--- src/rtl/conv2d_mac3x3_pipe_pkg.sv ---
// conv_pkg: shared constants, accumulation state type and saturation helper for conv2d_mac3x3_pipe
package conv_pkg;
  localparam int DW_DEF = 8;
  localparam int WW_DEF = 8;
  localparam int ACCW_DEF = 32;
  localparam int OW_DEF = 16;
  localparam int WIN_N = 9;
  typedef enum logic {IDLE, OPEN} acc_st_e;
  function automatic logic signed [63:0] sat(input logic signed [63:0] v, input int unsigned ow);
    logic signed [63:0] mx, mn;
    mx = (64'sd1 <<< (ow - 1)) - 64'sd1;
    mn = -mx - 64'sd1;
    return v > mx ? mx : v < mn ? mn : v;
  endfunction
endpackage

--- src/rtl/conv2d_mac3x3_pipe_if.sv ---
// conv2d_mac3x3_pipe_if: beat-in / pixel-out handshake bundle for conv2d_mac3x3_pipe
interface conv2d_mac3x3_pipe_if
  import conv_pkg::*;
#(
  parameter int DW = DW_DEF,
  parameter int WW = WW_DEF,
  parameter int ACCW = ACCW_DEF,
  parameter int OW = OW_DEF
);
  logic in_valid;
  logic in_ready;
  logic in_first;
  logic in_last;
  logic [WIN_N*DW-1:0] win;
  logic [WIN_N*WW-1:0] wgt;
  logic signed [ACCW-1:0] bias;
  logic out_valid;
  logic out_ready;
  logic signed [OW-1:0] result;
  logic err_seq;
  modport master (
    output in_valid, in_first, in_last, win, wgt, bias, out_ready,
    input in_ready, out_valid, result, err_seq
  );
  modport slave (
    input in_valid, in_first, in_last, win, wgt, bias, out_ready,
    output in_ready, out_valid, result, err_seq
  );
endinterface

--- src/rtl/conv2d_mac3x3_pipe_sat.sv ---
// conv_sat_clip: ACCW-to-OW signed saturator, rectifying negatives first when CONV2D_RELU_EN is defined
module conv_sat_clip
  import conv_pkg::*;
#(
  parameter int ACCW = ACCW_DEF,
  parameter int OW = OW_DEF
) (
  input logic signed [ACCW-1:0] a,
  output logic signed [OW-1:0] y
);
  logic signed [ACCW-1:0] r;
`ifdef CONV2D_RELU_EN
  assign r = a[ACCW-1] ? '0 : a;
`else
  assign r = a;
`endif
  assign y = OW'(sat(64'(r), OW));
endmodule

--- src/rtl/conv2d_mac3x3_pipe.sv ---
// conv2d_mac3x3_pipe: pipelined 3x3 multi-channel MAC with bias and saturation (optional ReLU via CONV2D_RELU_EN)
module conv2d_mac3x3_pipe
  import conv_pkg::*;
#(
  parameter int DW = DW_DEF,
  parameter int WW = WW_DEF,
  parameter int ACCW = ACCW_DEF,
  parameter int OW = OW_DEF
) (
  input logic clk,
  input logic rst,
  conv2d_mac3x3_pipe_if.slave bus
);
  localparam int PW = DW + WW;
  localparam int RW = PW + 2;
  logic stall, acc_in, bad, eff_first;
  logic signed [ACCW-1:0] eff_bias;
  acc_st_e st;
  logic s1_v, s1_first, s1_last;
  logic signed [ACCW-1:0] s1_bias;
  logic signed [PW-1:0] s1_prod [WIN_N];
  logic s2_v, s2_first, s2_last;
  logic signed [ACCW-1:0] s2_bias;
  logic signed [RW-1:0] s2_row [3];
  logic signed [ACCW-1:0] acc, total, acc_next;
  logic signed [OW-1:0] sat_res;
  assign stall = bus.out_valid && !bus.out_ready;
  assign bus.in_ready = !stall && !rst;
  assign acc_in = bus.in_valid && bus.in_ready;
  // a missing first in IDLE or a repeated first in OPEN are both sequence errors
  assign bad = (st == IDLE) != bus.in_first;
  assign eff_first = bus.in_first || st == IDLE;
  assign eff_bias = (st == IDLE && !bus.in_first) ? '0 : bus.bias;
  assign total = ACCW'(s2_row[0]) + ACCW'(s2_row[1]) + ACCW'(s2_row[2]);
  assign acc_next = (s2_first ? s2_bias : acc) + total;
  conv_sat_clip #(.ACCW(ACCW), .OW(OW)) u_sat (.a(acc_next), .y(sat_res));
  always_ff @(posedge clk) begin
    if (rst) begin
      st <= IDLE;
      bus.err_seq <= 1'b0;
      s1_v <= 1'b0;
      s1_first <= 1'b0;
      s1_last <= 1'b0;
      s1_bias <= '0;
      s2_v <= 1'b0;
      s2_first <= 1'b0;
      s2_last <= 1'b0;
      s2_bias <= '0;
      acc <= '0;
      bus.out_valid <= 1'b0;
      bus.result <= '0;
    end else if (!stall) begin
      s1_v <= acc_in;
      if (acc_in) begin
        st <= bus.in_last ? IDLE : OPEN;
        bus.err_seq <= bus.err_seq | bad;
        s1_first <= eff_first;
        s1_last <= bus.in_last;
        s1_bias <= eff_bias;
        for (int k = 0; k < WIN_N; k++)
          s1_prod[k] <= PW'($signed(bus.win[k*DW +: DW])) * PW'($signed(bus.wgt[k*WW +: WW]));
      end
      s2_v <= s1_v;
      s2_first <= s1_first;
      s2_last <= s1_last;
      s2_bias <= s1_bias;
      for (int r = 0; r < 3; r++)
        s2_row[r] <= RW'(s1_prod[3*r]) + RW'(s1_prod[3*r+1]) + RW'(s1_prod[3*r+2]);
      if (s2_v) acc <= acc_next;
      bus.out_valid <= s2_v && s2_last;
      if (s2_v && s2_last) bus.result <= sat_res;
    end
  end
endmodule

--- src/flat_wrapper.sv ---
// flat-port wrapper written by rule: the top's interface ports become plain ports
module conv2d_mac3x3_pipe_flat import conv_pkg::*;
#(
  parameter int DW = DW_DEF,
  parameter int WW = WW_DEF,
  parameter int ACCW = ACCW_DEF,
  parameter int OW = OW_DEF
)
  (clk, rst, bus_in_valid, bus_in_first, bus_in_last, bus_win, bus_wgt, bus_bias, bus_out_ready, bus_in_ready, bus_out_valid, bus_result, bus_err_seq);
  conv2d_mac3x3_pipe_if #(.DW(DW), .WW(WW), .ACCW(ACCW), .OW(OW)) bus_i ();
  input logic clk;
  input logic rst;
  input wire logic [$bits(bus_i.in_valid)-1:0] bus_in_valid;
  input wire logic [$bits(bus_i.in_first)-1:0] bus_in_first;
  input wire logic [$bits(bus_i.in_last)-1:0] bus_in_last;
  input wire logic [$bits(bus_i.win)-1:0] bus_win;
  input wire logic [$bits(bus_i.wgt)-1:0] bus_wgt;
  input wire logic [$bits(bus_i.bias)-1:0] bus_bias;
  input wire logic [$bits(bus_i.out_ready)-1:0] bus_out_ready;
  output wire logic [$bits(bus_i.in_ready)-1:0] bus_in_ready;
  output wire logic [$bits(bus_i.out_valid)-1:0] bus_out_valid;
  output wire logic [$bits(bus_i.result)-1:0] bus_result;
  output wire logic [$bits(bus_i.err_seq)-1:0] bus_err_seq;
  assign bus_i.in_valid = bus_in_valid;
  assign bus_i.in_first = bus_in_first;
  assign bus_i.in_last = bus_in_last;
  assign bus_i.win = bus_win;
  assign bus_i.wgt = bus_wgt;
  assign bus_i.bias = bus_bias;
  assign bus_i.out_ready = bus_out_ready;
  assign bus_in_ready = bus_i.in_ready;
  assign bus_out_valid = bus_i.out_valid;
  assign bus_result = bus_i.result;
  assign bus_err_seq = bus_i.err_seq;
  conv2d_mac3x3_pipe #(.DW(DW), .WW(WW), .ACCW(ACCW), .OW(OW)) u_core (.clk(clk), .rst(rst), .bus(bus_i));
endmodule
--- config.mk ---
export PLATFORM = sky130hd
export DESIGN_NAME = conv2d_mac3x3_pipe_flat
export DESIGN_NICKNAME = d
export VERILOG_FILES = /design/src/rtl/conv2d_mac3x3_pipe_pkg.sv /design/src/rtl/conv2d_mac3x3_pipe_if.sv /design/src/rtl/conv2d_mac3x3_pipe_sat.sv /design/src/rtl/conv2d_mac3x3_pipe.sv /design/src/flat_wrapper.sv
export SDC_FILE = /design/constraint.sdc
export NUM_CORES = 2
export LEC_CHECK = 0
export BUFFER_PORTS_ARGS = -buffer_cell sky130_fd_sc_hd__buf_2
export CAP_MARGIN = 10
export CORE_UTILIZATION = 65
export CTS_BUF_LIST = sky130_fd_sc_hd__clkbuf_8
export DETAILED_ROUTE_END_ITERATION = 10
export PLACE_DENSITY = 0.89
export SLEW_MARGIN = 10
export SYNTH_ARGS = -nofsm -noshare
export SYNTH_HDL_FRONTEND = slang
export SYNTH_SLANG_ARGS = --single-unit
--- constraint.sdc ---
create_clock -name clk -period 13.6 [get_ports clk]
set_input_delay 0 -clock clk [delete_from_list [all_inputs] [get_ports clk]]
set_output_delay 0 -clock clk [all_outputs]
set_load 0.02 [all_outputs]
==> results by group <==
Synth
  • Cell variety after synth: 84
  • Share of flip-flops with an asynchronous set or reset after synthesis: 0
  • Synthesized area per cell: 9.85 um^2
  • Top post-synthesis cells by area: sky130_fd_sc_hd__fa_1 (31%), sky130_fd_sc_hd__edfxtp_1 (15%), sky130_fd_sc_hd__ha_1 (11%)
  • Total of warnings raised by yosys: 0
  • Seq cells post-synth: 319
  • Post-Syn Area: 38600 um^2
  • Most common library cells after synthesis: sky130_fd_sc_hd__inv_1 (784), sky130_fd_sc_hd__fa_1 (595), sky130_fd_sc_hd__nand2_1 (363)
  • Synth Instances: 3915
  • Most common cell in the netlist: sky130_fd_sc_hd__inv_1
  • Post-synthesis sequential area ratio: 0.217
  • Yosys top cell area share: 0.309
  • Cell type contributing the most total cell area after synthesis: sky130_fd_sc_hd__fa_1
  • Most common flop cell mapped by yosys: sky130_fd_sc_hd__edfxtp_1
  • Net count of the mapped netlist: ~5.0k
  • Number of enable-type register cells in the synthesized netlist: 198

Clock tree
  • TritonCTS clock tree: built
  • Number of post-CTS setup repair buffers: 0
  • Count of cells resized by post-cts repair: 0
  • Clock-pin slew of the registers on the worst-case setup and hold paths: 0.06 ns
  • Clk_lat worst skew: 0.64 ns
  • Clock tree root driver cell: sky130_fd_sc_hd__clkbuf_8
  • # H-tree levels: 2
  • Bufs on Longest Clock Path: 3
  • Number of buffers inserted during clock tree synthesis: 54
  • Number of clock sinks: 319

Setup path
  • Maximum fanout encountered on the critical timing path: 33
  • Data arrival time at the worst-slack endpoint: 6.23 ns
  • Data required, critical path: 14.15 ns
  • Critical Path Start Type: register
  • Category of the worst setup path capture point: register
  • Worst Path Class, Setup: register to register
  • Launching instance or port of the critical path: u_core.s2_first
  • Reg-to-reg critical path startpoint: u_core.s2_first

GRT
  • Number of global-route vias before repair: 30.2k
  • First-pass GRT wire length: 150 mm
  • Overflow after GRT: 0
  • GRT Total Usage: 0.312
  • Maximum number of pins on one net before global-route repair: 106
  • Number of antenna violations at the first check in global routing: 11

Layout
  • Area growth, synth to finish: 9.79%
  • Share of final-layout standard cells stronger than drive strength 1: 0.0795
  • Number of cells in the finished layout apart from fillers: 5025
  • Finished Cell Area: 42400 um^2
  • Fraction of the core area covered by cells at the end of the flow: 0.729
  • Final nets: 5327
  • Number of filler instances in the final layout: approximately 3.8k
  • Multi-input logic area: 27000 um^2
  • Reg area: 8370 um^2

Worst hold path
  • Type of the most critical hold path: primary input to register
  • Origin of the worst min-delay path: bus_wgt[10]

Place
  • Input/output buffers: 200
  • Placed cell count: 4822
  • Placed cell area: 40300 um^2
  • HPWL Detailed: 69.4 mm
  • Placer congestion estimate: around 0.94

STA
  • Final critical path time including I/O delays and setup: 5.67 ns
  • Sum Neg Setup Slack: 0 ns
  • Final hold viol count: 0
  • Worst clock skew: 0.0368 ns
  • Worst Max-Slew Pin Slew: 1.12 ns
  • Number of setup violations in the final report: 0
  • Slew Viols, Final: 0
  • Worst slew margin relative to its limit: 0.255
  • Setup repair after global routing missed its margin: no
  • Highest clock frequency the design can meet: 0.176 GHz
  • Final clock period utilization by the worst path: 0.417

Detailed routing
  • Via density per instance: 5.62
  • First-pass detailed-route iteration total: 6
  • First DRT Iteration DRCs: 2204
  • Count of vias placed by the detailed router: 28.2k
  • Number of nets with antenna violations after detailed routing: 0
  • Average routed wire per standard cell: 17.9 um
  • Total Routed Length: 89.9 mm
  • Total DRC errors in the routed layout: 0

Job
  • Count of max-cap constraint violations: 0

Run status
  • Status: completed

Floorplan
  • Initial core utilization: 0.664
  • Overall die area: 60300 um^2
  • Core Box Area: 58100 um^2
  • Top-Level Pins: approximately 200
  • Die width: 246 um
  • Vert. Die Dim: 246 um
  • Floorplan row count: 88
[placed cells by master, fill, tap and decap left out, types with 9 or more instances in the layout]
master / synthesis / layout
sky130_fd_sc_hd__o21ai_0: 92 / 92
sky130_fd_sc_hd__clkinv_2: 0 / 12
sky130_fd_sc_hd__edfxtp_1: 198 / 198
sky130_fd_sc_hd__nor3_1: 31 / 31
sky130_fd_sc_hd__inv_1: 784 / 802
sky130_fd_sc_hd__o41ai_1: 13 / 13
sky130_fd_sc_hd__fa_1: 595 / 595
sky130_fd_sc_hd__diode_2: 0 / 9
sky130_fd_sc_hd__nand2_1: 363 / 363
sky130_fd_sc_hd__and3_1: 13 / 13
sky130_fd_sc_hd__nand3b_1: 32 / 32
sky130_fd_sc_hd__a211oi_2: 11 / 11
sky130_fd_sc_hd__nor2_1: 159 / 158
sky130_fd_sc_hd__a21oi_1: 184 / 184
sky130_fd_sc_hd__xnor2_1: 159 / 159
sky130_fd_sc_hd__o21a_1: 18 / 18
sky130_fd_sc_hd__a211oi_1: 21 / 21
sky130_fd_sc_hd__and2_1: 356 / 356
sky130_fd_sc_hd__a21boi_0: 23 / 23
sky130_fd_sc_hd__nor2b_1: 27 / 26
sky130_fd_sc_hd__ha_1: 343 / 343
sky130_fd_sc_hd__o211ai_1: 9 / 9
sky130_fd_sc_hd__nand3_1: 24 / 24
sky130_fd_sc_hd__a21o_1: 38 / 38
sky130_fd_sc_hd__dfxtp_1: 121 / 120
sky130_fd_sc_hd__mux2i_1: 27 / 27
sky130_fd_sc_hd__nand2b_1: 74 / 74
sky130_fd_sc_hd__or3_1: 11 / 11
sky130_fd_sc_hd__xor2_1: 24 / 24
sky130_fd_sc_hd__clkbuf_8: 0 / 61
sky130_fd_sc_hd__dlygate4sd3_1: 0 / 94
sky130_fd_sc_hd__buf_2: 8 / 199
[layout make-up]
type,count,share of cell area
multi-input cells,2746,0.637
flip-flops and latches,319,0.198
inverters,785,0.0697
repair buffers,301,0.0471
well taps,765,0.0226
clock buffers,61,0.0198
clock inverters,39,0.00573
diodes,9,0.000532
[sequential cells by signal, indices dropped and copies added (netlist names)]
| signal | count |
|---|---|
| u_core.s1_prod | 144 |
| u_core.s2_row | 54 |
| u_core.acc | 32 |
| u_core.s1_bias | 32 |
| u_core.s2_bias | 32 |
| u_core.bus.result | 16 |
| u_core.bus.err_seq | 1 |
| u_core.bus.out_valid | 1 |
| u_core.s1_first | 1 |
| u_core.s1_last | 1 |
| u_core.s1_v | 1 |
| u_core.s2_first | 1 |
| u_core.s2_last | 1 |
| u_core.s2_v | 1 |
| u_core.st | 1 |
[final timing paths]
| check | endpoint | slack [ns] | cells after the start |
|---|---|---|---|
| min reg2reg | u_core.s2_bias[29] | 0.44 | 2 |
| max reg2reg | u_core.bus.result[7] | 7.93 | 14 |
| min | u_core.s1_prod[0][18] | 0.04 | 3 |
| max | u_core.bus.result[7] | 7.93 | 14 |
[metrics by stage]
| stage | hold slack [ns] | setup slack, ns |
|---|---|---|
| detailed placement | 0.286 | 8.02 |
| global placement | 0.275 | 8.16 |
| global route | 0.0472 | 7.68 |
| floorplan | 0.140 | 4.67 |
| finish | 0.0442 | 7.93 |
| CTS | 0.00264 | 7.98 |
[worst max-delay path, cell delays in order (launching register included)]
cell	delay (ns)
sky130_fd_sc_hd__dfxtp_2	0.98
sky130_fd_sc_hd__mux2_2	0.43
sky130_fd_sc_hd__fa_1	0.47
sky130_fd_sc_hd__ha_1	0.24
sky130_fd_sc_hd__fa_1	0.47
sky130_fd_sc_hd__a21o_1	0.24
sky130_fd_sc_hd__a31o_4	0.30
sky130_fd_sc_hd__a31oi_4	0.25
sky130_fd_sc_hd__o2111ai_2	0.22
sky130_fd_sc_hd__and3_4	0.25
sky130_fd_sc_hd__nor4_2	0.27
sky130_fd_sc_hd__nand4_1	0.19
sky130_fd_sc_hd__o41ai_4	0.80
sky130_fd_sc_hd__nand2_1	0.19
sky130_fd_sc_hd__a211oi_2	0.25
[timing repair]
action / CTS / global route
hold buffers: 94 / 0
hold endpoints to repair: 141 / 0
setup endpoints to repair: 0 / 0
[kinds of logic after synthesis]
logic type | count (synthesis) | synth area share
AND/OR/NAND/NOR | 1122 | 0.149
adder cells (fa/ha/maj) | 938 | 0.420
buffers and inverters | 850 | 0.0841
AO/OA/AOI/OAI | 468 | 0.0791
flip-flops | 319 | 0.217
XOR/XNOR | 183 | 0.0415
multiplexers | 35 | 0.00934
[per-layer routing]
layer | wire length, um | up-vias | share of wire | GRT usage
met5 | 9 | - | 0.00010 | 0
met4 | 4260 | 2 | 0.047 | 0.138
met3 | 5350 | 276 | 0.059 | 0.0395
met2 | 44800 | 1065 | 0.50 | 0.530
met1 | 35500 | 14000 | 0.39 | 0.400
li1 | - | 12900 | - | -
Power is left out: the tool's default activity adds up to more than one toggle a clock period on the data nets, which glitch-free logic cannot reach.
